$ cat src/rtl/maxunpool_stream.sv
// Streaming 2x2/stride-2 max-unpool: buffers one pooled row of {value, argmax},
// then emits the two full-resolution output rows it expands to, zero-filling non-argmax slots.
`timescale 1ns/1ps
module maxunpool_stream #(
    parameter int OUT_HEIGHT = 128,
    parameter int OUT_WIDTH  = 128,
    parameter int DATA_WIDTH = 8
) (
    input  logic                  clk,
    input  logic                  reset,
    input  logic                  en,
    input  logic                  in_valid,
    output logic                  in_ready,
    input  logic [DATA_WIDTH-1:0] in_data,
    input  logic [1:0]            in_idx,
    output logic                  out_valid,
    input  logic                  out_ready,
    output logic [DATA_WIDTH-1:0] out_data,
    output logic                  out_row_end,
    output logic                  out_frame_end,
    output logic                  done_unpool
);
    localparam int IN_H = OUT_HEIGHT / 2;
    localparam int IN_W = OUT_WIDTH / 2;
    localparam int ICW  = (IN_W > 1) ? $clog2(IN_W) : 1;
    localparam int OCW  = (OUT_WIDTH > 2) ? $clog2(OUT_WIDTH) : 1;
    localparam int RW   = (IN_H > 1) ? $clog2(IN_H) : 1;
    localparam logic [ICW-1:0] ICOL_LAST = ICW'(IN_W - 1);
    localparam logic [OCW-1:0] OCOL_LAST = OCW'(OUT_WIDTH - 1);
    localparam logic [RW-1:0]  PROW_LAST = RW'(IN_H - 1);

    typedef enum logic [2:0] {
        S_IDLE     = 3'd0,
        S_FILL     = 3'd1,
        S_EMIT_TOP = 3'd2,
        S_EMIT_BOT = 3'd3,
        S_DONE     = 3'd4
    } state_t;

    state_t                state_r;
    state_t                state_s;
    logic [ICW-1:0]        icol_r;
    logic [OCW-1:0]        ocol_r;
    logic [RW-1:0]         prow_r;
    logic                  done_r;
    logic [DATA_WIDTH-1:0] line_data_r [IN_W];
    logic [1:0]            line_idx_r  [IN_W];

    logic                  in_hs_s;
    logic                  out_hs_s;
    logic                  emit_s;
    logic                  ocol_last_s;
    logic                  prow_last_s;
    logic [ICW-1:0]        rd_col_s;
    logic [1:0]            slot_s;

    assign emit_s        = (state_r == S_EMIT_TOP) || (state_r == S_EMIT_BOT);
    assign in_ready      = (state_r == S_FILL);
    assign out_valid     = emit_s;
    assign in_hs_s       = in_valid && in_ready;
    assign out_hs_s      = out_valid && out_ready;
    assign ocol_last_s   = (ocol_r == OCOL_LAST);
    assign prow_last_s   = (prow_r == PROW_LAST);
    assign out_row_end   = emit_s && ocol_last_s;
    assign out_frame_end = (state_r == S_EMIT_BOT) && ocol_last_s && prow_last_s;
    assign done_unpool   = done_r;
    assign rd_col_s      = ICW'(ocol_r >> 1);
    assign slot_s        = {(state_r == S_EMIT_BOT), ocol_r[0]};

    // Frame sequencing: fill a pooled row, emit its top and bottom output rows.
    always_comb begin
        state_s = state_r;
        case (state_r)
            S_IDLE: begin
                if (en) state_s = S_FILL;
                else    state_s = S_IDLE;
            end
            S_FILL: begin
                if (in_hs_s && (icol_r == ICOL_LAST)) state_s = S_EMIT_TOP;
                else                                  state_s = S_FILL;
            end
            S_EMIT_TOP: begin
                if (out_hs_s && ocol_last_s) state_s = S_EMIT_BOT;
                else                         state_s = S_EMIT_TOP;
            end
            S_EMIT_BOT: begin
                if (out_hs_s && ocol_last_s) state_s = prow_last_s ? S_DONE : S_FILL;
                else                         state_s = S_EMIT_BOT;
            end
            S_DONE: begin
                if (en) state_s = S_FILL;
                else    state_s = S_DONE;
            end
            default: state_s = S_IDLE;
        endcase
    end

    // Output pixel: the pooled value only in its argmax slot of the 2x2 block.
    always_comb begin
        out_data = '0;
        if (emit_s && (line_idx_r[rd_col_s] == slot_s)) out_data = line_data_r[rd_col_s];
        else                                            out_data = '0;
    end

    // State, column/row counters and the sticky done flag.
    always_ff @(posedge clk or posedge reset) begin
        if (reset) begin
            state_r <= S_IDLE;
            icol_r  <= '0;
            ocol_r  <= '0;
            prow_r  <= '0;
            done_r  <= 1'b0;
        end else begin
            state_r <= state_s;
            done_r  <= (state_s == S_DONE);
            if (in_hs_s) icol_r <= (icol_r == ICOL_LAST) ? '0 : icol_r + ICW'(1);
            if (out_hs_s) ocol_r <= ocol_last_s ? '0 : ocol_r + OCW'(1);
            if (((state_r == S_IDLE) || (state_r == S_DONE)) && en)
                prow_r <= '0;
            else if ((state_r == S_EMIT_BOT) && out_hs_s && ocol_last_s && !prow_last_s)
                prow_r <= prow_r + RW'(1);
        end
    end

    // Line buffer holds one pooled row; contents need no reset.
    always_ff @(posedge clk) begin
        if (in_hs_s) begin
            line_data_r[icol_r] <= in_data;
            line_idx_r[icol_r]  <= in_idx;
        end
    end
endmodule
$ cat config.mk
export PLATFORM = sky130hd
export DESIGN_NAME = maxunpool_stream
export DESIGN_NICKNAME = d
export VERILOG_FILES = /design/src/rtl/maxunpool_stream.sv
export SDC_FILE = /design/constraint.sdc
export NUM_CORES = 1
export LEC_CHECK = 0
export ABC_CLOCK_PERIOD_IN_PS = 5300
export CELL_PAD_IN_SITES_DETAIL_PLACEMENT = 1
export CELL_PAD_IN_SITES_GLOBAL_PLACEMENT = 2
export CORE_AREA = 2 2 275 277
export DETAILED_ROUTE_END_ITERATION = 10
export DIE_AREA = 0 0 277 279
export HOLD_SLACK_MARGIN = 0.03
export PLACE_DENSITY_LB_ADDON = 0.3
export SYNTH_ARGS = -nofsm -noshare
export SYNTH_HDL_FRONTEND = slang
export SYNTH_SLANG_ARGS = --single-unit
export TNS_END_PERCENT = 1
$ cat constraint.sdc
create_clock -name clk -period 5.3 [get_ports clk]
set_input_delay 0.53 -clock clk [delete_from_list [all_inputs] [get_ports clk]]
set_output_delay 0.53 -clock clk [all_outputs]
set_load 0.01 [all_outputs]
==> impl_metrics.json, run 1 <==
{
  "status": "completed",
  "synthesis.nets": 1206,
  "drt.antenna.violating_nets": 0,
  "powerDensity_nw_per_um2": 392,
  "drive_above_1_share_pct": 27.3,
  "async_flop_share_pct": 3.47,
  "drtPass1Iterations": 4,
  "timing.max_slew.rel_slack_pct": 12.4,
  "io_buffers": 27,
  "fillers": 6977,
  "clk_pin_slew_ns": 0.06,
  "finalSetupViolations": 0,
  "grt_pass1_vias": 13000,
  "syn-cell-area_um2": 25900,
  "path_max_fanout": 62,
  "rsz0062_at_grt": "false",
  "synth_most_common_cell": "edfxtp_1",
  "synthFlopType": "edfxtp_1",
  "fin_total_pwr_mw": 11.7,
  "ff2ff_setup_slack_ns": 1.63,
  "first_iter_violations": 1040,
  "fp.dieW_um": 277,
  "antenna_cells": 0,
  "worstMarginPinSlew_ns": 1.31,
  "required_ns": 4.77,
  "reg2reg_from": "state_r[0]$_DFF_PP0_",
  "grt_usage_pct": 17.0,
  "crit_type": "reg2out",
  "dp_hpwl_um": 38700,
  "via_count": 12300,
  "end_kind": "primary output",
  "dieArea_um2": 77300,
  "clk_path_buf_depth": 3,
  "worstHoldPathType": "in2async",
  "yosysTopAreaCellShare_pct": 74.2,
  "die_y_um": 279,
  "final_hold_viol_count": 0,
  "synthCells": 1188,
  "initial_utilization_pct": 35.0,
  "synth_common_cells": "edfxtp_1, mux4_2, nor2_1",
  "crit_arrival_ns": 4.48,
  "grt_pass1_wl_um": 94500,
  "drv_cap": 0,
  "cts_tree": "done",
  "routed_wl_um": 64300,
  "cts_hold_buf": 0,
  "post_drt_wl_per_cell_um": 28.0,
  "nets": 1288,
  "clock-sinks": 663,
  "place_congestion": 0.763,
  "cts_inserted_buffers": 74,
  "ys_top_cells_by_area": "edfxtp_1, mux4_2, dfrtp_1",
  "synth_edf_count": 640,
  "worstRegToRegCells": 5,
  "area_growth_pct": 15.3,
  "total_leakage_power_nw": 9.03,
  "drc": 0,
  "io_pins": 28,
  "synth-seq-area-share_pct": 76.4,
  "synth_top_area_cell": "edfxtp_1",
  "period_share_pct": 94.5,
  "num_rows": 100,
  "reg2reg_to": "line_data_r[23][3]$_DFFE_PP_",
  "cp-start-kind": "flop",
  "grt_max_degree": 93,
  "ir_drop_uv": 220,
  "yosys_warnings": 0,
  "gr-total-overflow": 0,
  "ctsRootBufferMaster": "clkbuf_16",
  "tns_ns": 0,
  "vias_per_cell": 5.35,
  "antenna_found_initial": 1,
  "post-route-min-period_ns": 5.01,
  "avgSynthCellArea_um2": 21.8,
  "insertion_delay_ns": 0.62,
  "fin_skew_ns": 0.0214,
  "synth-seq-cells": 663,
  "slew_viol_final": 0,
  "synth_cell_types": 49,
  "fmax_ghz": 0.200,
  "core-area_um2": 74100,
  "htreeDepth": 3
}
registers in the layout, summed over array words and instances (netlist names):
signal       flops
icol_r           6
state_r          3
prow_r           6
ocol_r           7
line_data_r    512
done_unpool      1
line_idx_r     128
cell families (layout without fill, tap and decap cells):
group                      count (synthesis)  in the layout  share of synthesized area [%]
AOI/OAI and AO/OA                         43             43                           1.14
xor gates and xnor gates                   8              8                          0.271
adders and majority gates                  3              3                          0.145
buffers and inverters                     70            212                           1.23
DFF                                      663            663                           76.4
muxes                                    209            209                           17.4
and+or+nand+nor                          192            192                           3.39
report_power, final:
group          total, mW  internal, mW  switching [mW]
clock network       5.14          3.05            2.09
logic              0.522         0.137           0.385
registers           6.03          5.94          0.0894
total               11.7          9.13            2.56
layout by cell type, fill, tap and decap left out, types with 14 or more instances in the layout:
cell type,instances
buf_4,36
clkbuf_16,75
clkdlybuf4s50_1,17
clkinv_1,16
dfrtp_1,20
edfxtp_1,640
mux4_2,192
nand2_1,38
nand3_1,14
nor2_1,87
layout make-up:
class,count,area [um2],area share [%]
multi-input cells,455,5780,19.4
well taps,969,1210,4.06
clock buffers,88,1930,6.45
flip-flops and latches,663,19800,66.3
repair buffers,68,597,2.00
inverters,8,30.0,0.101
clock inverters,48,498,1.67
worst max-delay path by stage:
stage,startpoint,end,slack [ns]
after global routing,ocol_r[1]$_DFFE_PP0P_,out_data[6],0.03
after CTS,ocol_r[1]$_DFFE_PP0P_,out_data[5],0.01
after floorplan,ocol_r[1]$_DFFE_PP0P_,out_data[6],1.90
final,ocol_r[1]$_DFFE_PP0P_,out_data[5],0.29
after detailed placement,ocol_r[1]$_DFFE_PP0P_,out_data[5],0.61
after global placement,ocol_r[1]$_DFFE_PP0P_,out_data[5],0.63
critical path, cell delays in order, from the launching register on:
cell and delay [ns]:
dfrtp_4 0.66, buf_16 0.44, mux4_2 0.56, nor3_1 0.16, o31ai_1 0.10, and4b_1 0.24, or3_1 0.31, a221o_1 0.56
nor2b_1 0.19, clkdlybuf4s50_1 0.58
metrics by stage:
stage | worst slack (ns) | area, um2 | util, % | cells | hold slack [ns]
after floorplan | 1.90 | 25900 | - | 1188 | 0.462
after global placement | 0.626 | 27400 | 37.0 | 2162 | 0.496
after detailed placement | 0.611 | 27400 | 37.0 | 2162 | 0.503
after CTS | 0.00958 | 29800 | 40.3 | 2298 | 0.461
after global routing | 0.0298 | 29800 | 40.3 | 2299 | 0.529
final | 0.293 | 29800 | 40.3 | 2299 | 0.464
layer usage:
layer | track usage [%] | routed length (um) | part of all wire, %
met1 | 24.8 | 30200 | 47
met3 | 2.25 | 2430 | 3.8
met4 | 4.67 | 1110 | 1.7
met5 | 0 | 0 | 0
met2 | 26.8 | 30600 | 48
what timing repair did:
item	4_1_cts	5_1_grt
resized for setup	2	1
gates cloned	0	0
setup buffers	0	1
setup endpoints to repair	7	8
Note: power is estimated with default switching activity, not from simulation.
==> run 2: changes to the inputs <==
--- a/config.mk
+++ b/config.mk
@@ -11,6 +11,7 @@
 export CORE_AREA = 2 2 275 277
 export DETAILED_ROUTE_END_ITERATION = 10
 export DIE_AREA = 0 0 277 279
+export GPL_TIMING_DRIVEN = 0
 export HOLD_SLACK_MARGIN = 0.03
 export PLACE_DENSITY_LB_ADDON = 0.3
 export SYNTH_ARGS = -nofsm -noshare
==> run 2 against run 1 <==
Effect of this change: routed wire length grew 5.6%; register-to-register slack lost 0.21 ns; first-iteration DRC count grew 5.1%; largest cell class unchanged; combinational power rose by 15%; count of clock-buffer cells in the layout grew 2; hold slack worse by 0.18 ns; utilization is 0.26 points higher; non-clock buffer count rose by 30.
==> impl_metrics.json, run 2 (synthesis gave the netlist of run 1 again) <==
{
  "multi_input_area_um2": 5810,
  "area_growth_pct": 16.0,
  "place_congestion": 0.840,
  "required_ns": 4.77,
  "hold_start": "in_data[6]",
  "pre_cts_ws_ns": -0.0736,
  "drt.antenna.violating_nets": 0,
  "core-area_um2": 74100,
  "die_y_um": 279,
  "worstRegToRegCells": 10,
  "first_iter_violations": 1093,
  "drtPass1Iterations": 5,
  "reg2reg_from": "ocol_r[2]$_DFFE_PP0P_",
  "fin_cells": 2327,
  "ctsRootBufferMaster": "clkbuf_16",
  "routed_wl_um": 67900,
  "drv_cap": 0,
  "hold_path_depth": 1,
  "dp_hpwl_um": 45900,
  "drc": 0,
  "initial_utilization_pct": 35.0,
  "status": "completed",
  "clk_path_buf_depth": 3,
  "worstHoldEndpoint": "line_data_r[60][6]$_DFFE_PP_",
  "io_buffers": 27,
  "slew_viol_final": 0,
  "grt_max_degree": 57,
  "dieArea_um2": 77300,
  "clock-sinks": 663,
  "num_rows": 100,
  "io_pins": 28,
  "cp-start-kind": "flop",
  "crit_type": "reg2out",
  "ff2ff_setup_slack_ns": 1.42,
  "gr-total-overflow": 0,
  "fp.dieW_um": 277,
  "cpLargestDelayFamily": "buffers and inverters",
  "post-route-min-period_ns": 5.18,
  "post_drt_wl_per_cell_um": 29.2,
  "fmax_ghz": 0.193,
  "reg2reg_to": "prow_r[5]$_DFFE_PP0P_",
  "critPathSlowestCell": "mux4_2",
  "final_common_cell": "edfxtp_1",
  "grt_pass1_wl_um": 98300,
  "grt_usage_pct": 17.9,
  "end_kind": "primary output",
  "powerDensity_nw_per_um2": 389,
  "nets": 1316,
  "timing.max_slew.rel_slack_pct": 20.5,
  "path_max_fanout": 11,
  "crit_chain": "buf_2, buf_2, buf_2, clkbuf_2, mux4_2, mux4_2, mux4_2, nor2b_2, clkdlybuf4s50_1",
  "largest_register_ffs": 512,
  "cts_tree": "done",
  "total_leakage_power_nw": 9.11,
  "fin_skew_ns": 0.0246,
  "cts_hold_buf": 0,
  "worstHoldPathType": "in2reg",
  "final_hold_viol_count": 0,
  "setup_ws_ns": 0.123,
  "ir_drop_uv": 229,
  "finalSetupViolations": 0,
  "fillers": 6995,
  "vias_per_cell": 5.39,
  "antenna_found_initial": 1,
  "insertion_delay_ns": 0.62,
  "drive_above_1_share_pct": 27.6,
  "hold_slack_ns": 0.281,
  "top_register": "line_data_r",
  "path_buf_inv": 5,
  "layout_common_cells": "edfxtp_1, mux4_2, nor2_1",
  "seqCellArea_um2": 19800,
  "worstMarginPinSlew_ns": 1.19,
  "grt_pass1_vias": 13200,
  "htreeDepth": 3,
  "clk_pin_slew_ns": 0.07,
  "cts_inserted_buffers": 72,
  "cts_setup_buffers": 0,
  "cp_slowest_stage_delay_ns": 0.57,
  "via_count": 12500,
  "crit_arrival_ns": 4.65,
  "placed_cells": 2194,
  "reg.largest.list": "line_data_r x512, line_idx_r x128, ocol_r x7",
  "period_share_pct": 97.7
}
## run 2: area by class of cell
type,instances,share of cell area (%)
sequential,663,65.9
multi-input combinational,455,19.3
clock buffer,90,6.40
tap,969,4.04
clock inverter,43,1.60
timing repair buffer,37,1.42
buffer,61,1.22
inverter,8,0.100
antenna,1,0.00833
## run 2: power by group
group          leakage (nW)  switching (mW)  internal, mW
Clock                  1.16            2.10          2.99
Sequential             6.06          0.0596          5.94
Combinational          1.89           0.443         0.155
Total                  9.11            2.60          9.09
## run 2: worst register-to-register path: cells and delay by family (launching register included)
family                 cells  cell delay, ns
XOR/XNOR                   1            0.16
AND/OR/NAND/NOR            6            2.16
buffers and inverters      3            1.11
flip-flops                 1            0.32
## run 2: worst max path at each step
stage                                     start     endpoint  slack [ns]  cells after the start
after floorplan           ocol_r[1]$_DFFE_PP0P_  out_data[6]        1.90                     10
after global placement    ocol_r[2]$_DFFE_PP0P_  out_data[6]       -0.07                     11
after detailed placement  ocol_r[2]$_DFFE_PP0P_  out_data[6]       -0.07                     11
after CTS                 ocol_r[1]$_DFFE_PP0P_  out_data[6]        0.01                     11
after global routing      ocol_r[2]$_DFFE_PP0P_  out_data[4]    -0.00002                      9
final                     ocol_r[2]$_DFFE_PP0P_  out_data[2]        0.12                      9
## run 2: timing repair
| action | CTS | global route |
|---|---|---|
| gates resized for setup | 39 | 6 |
| cloned | 0 | 0 |
| endpoints found under the setup margin | 8 | 8 |
## run 2: per-layer routing
layer / track usage, % / part of all wire [%]
met1: 25.9 / 46
met3: 2.81 / 4.5
met4: 4.67 / 2.0
met5: 0 / 0.016
met2: 28.5 / 47
## run 2: per-stage QoR
| stage | setup TNS (ns) | total power, mW | instance area (um2) | util (%) |
|---|---|---|---|---|
| after floorplan | 0 | 6.38 | 25900 | - |
| after global placement | -0.0692 | 6.68 | 27400 | 37.0 |
| after detailed placement | -0.0736 | 6.71 | 27500 | 37.2 |
| after CTS | 0 | 11.8 | 30000 | 40.5 |
| after global routing | -0.0000222 | 12.0 | 30000 | 40.6 |
| final | 0 | 11.7 | 30000 | 40.6 |
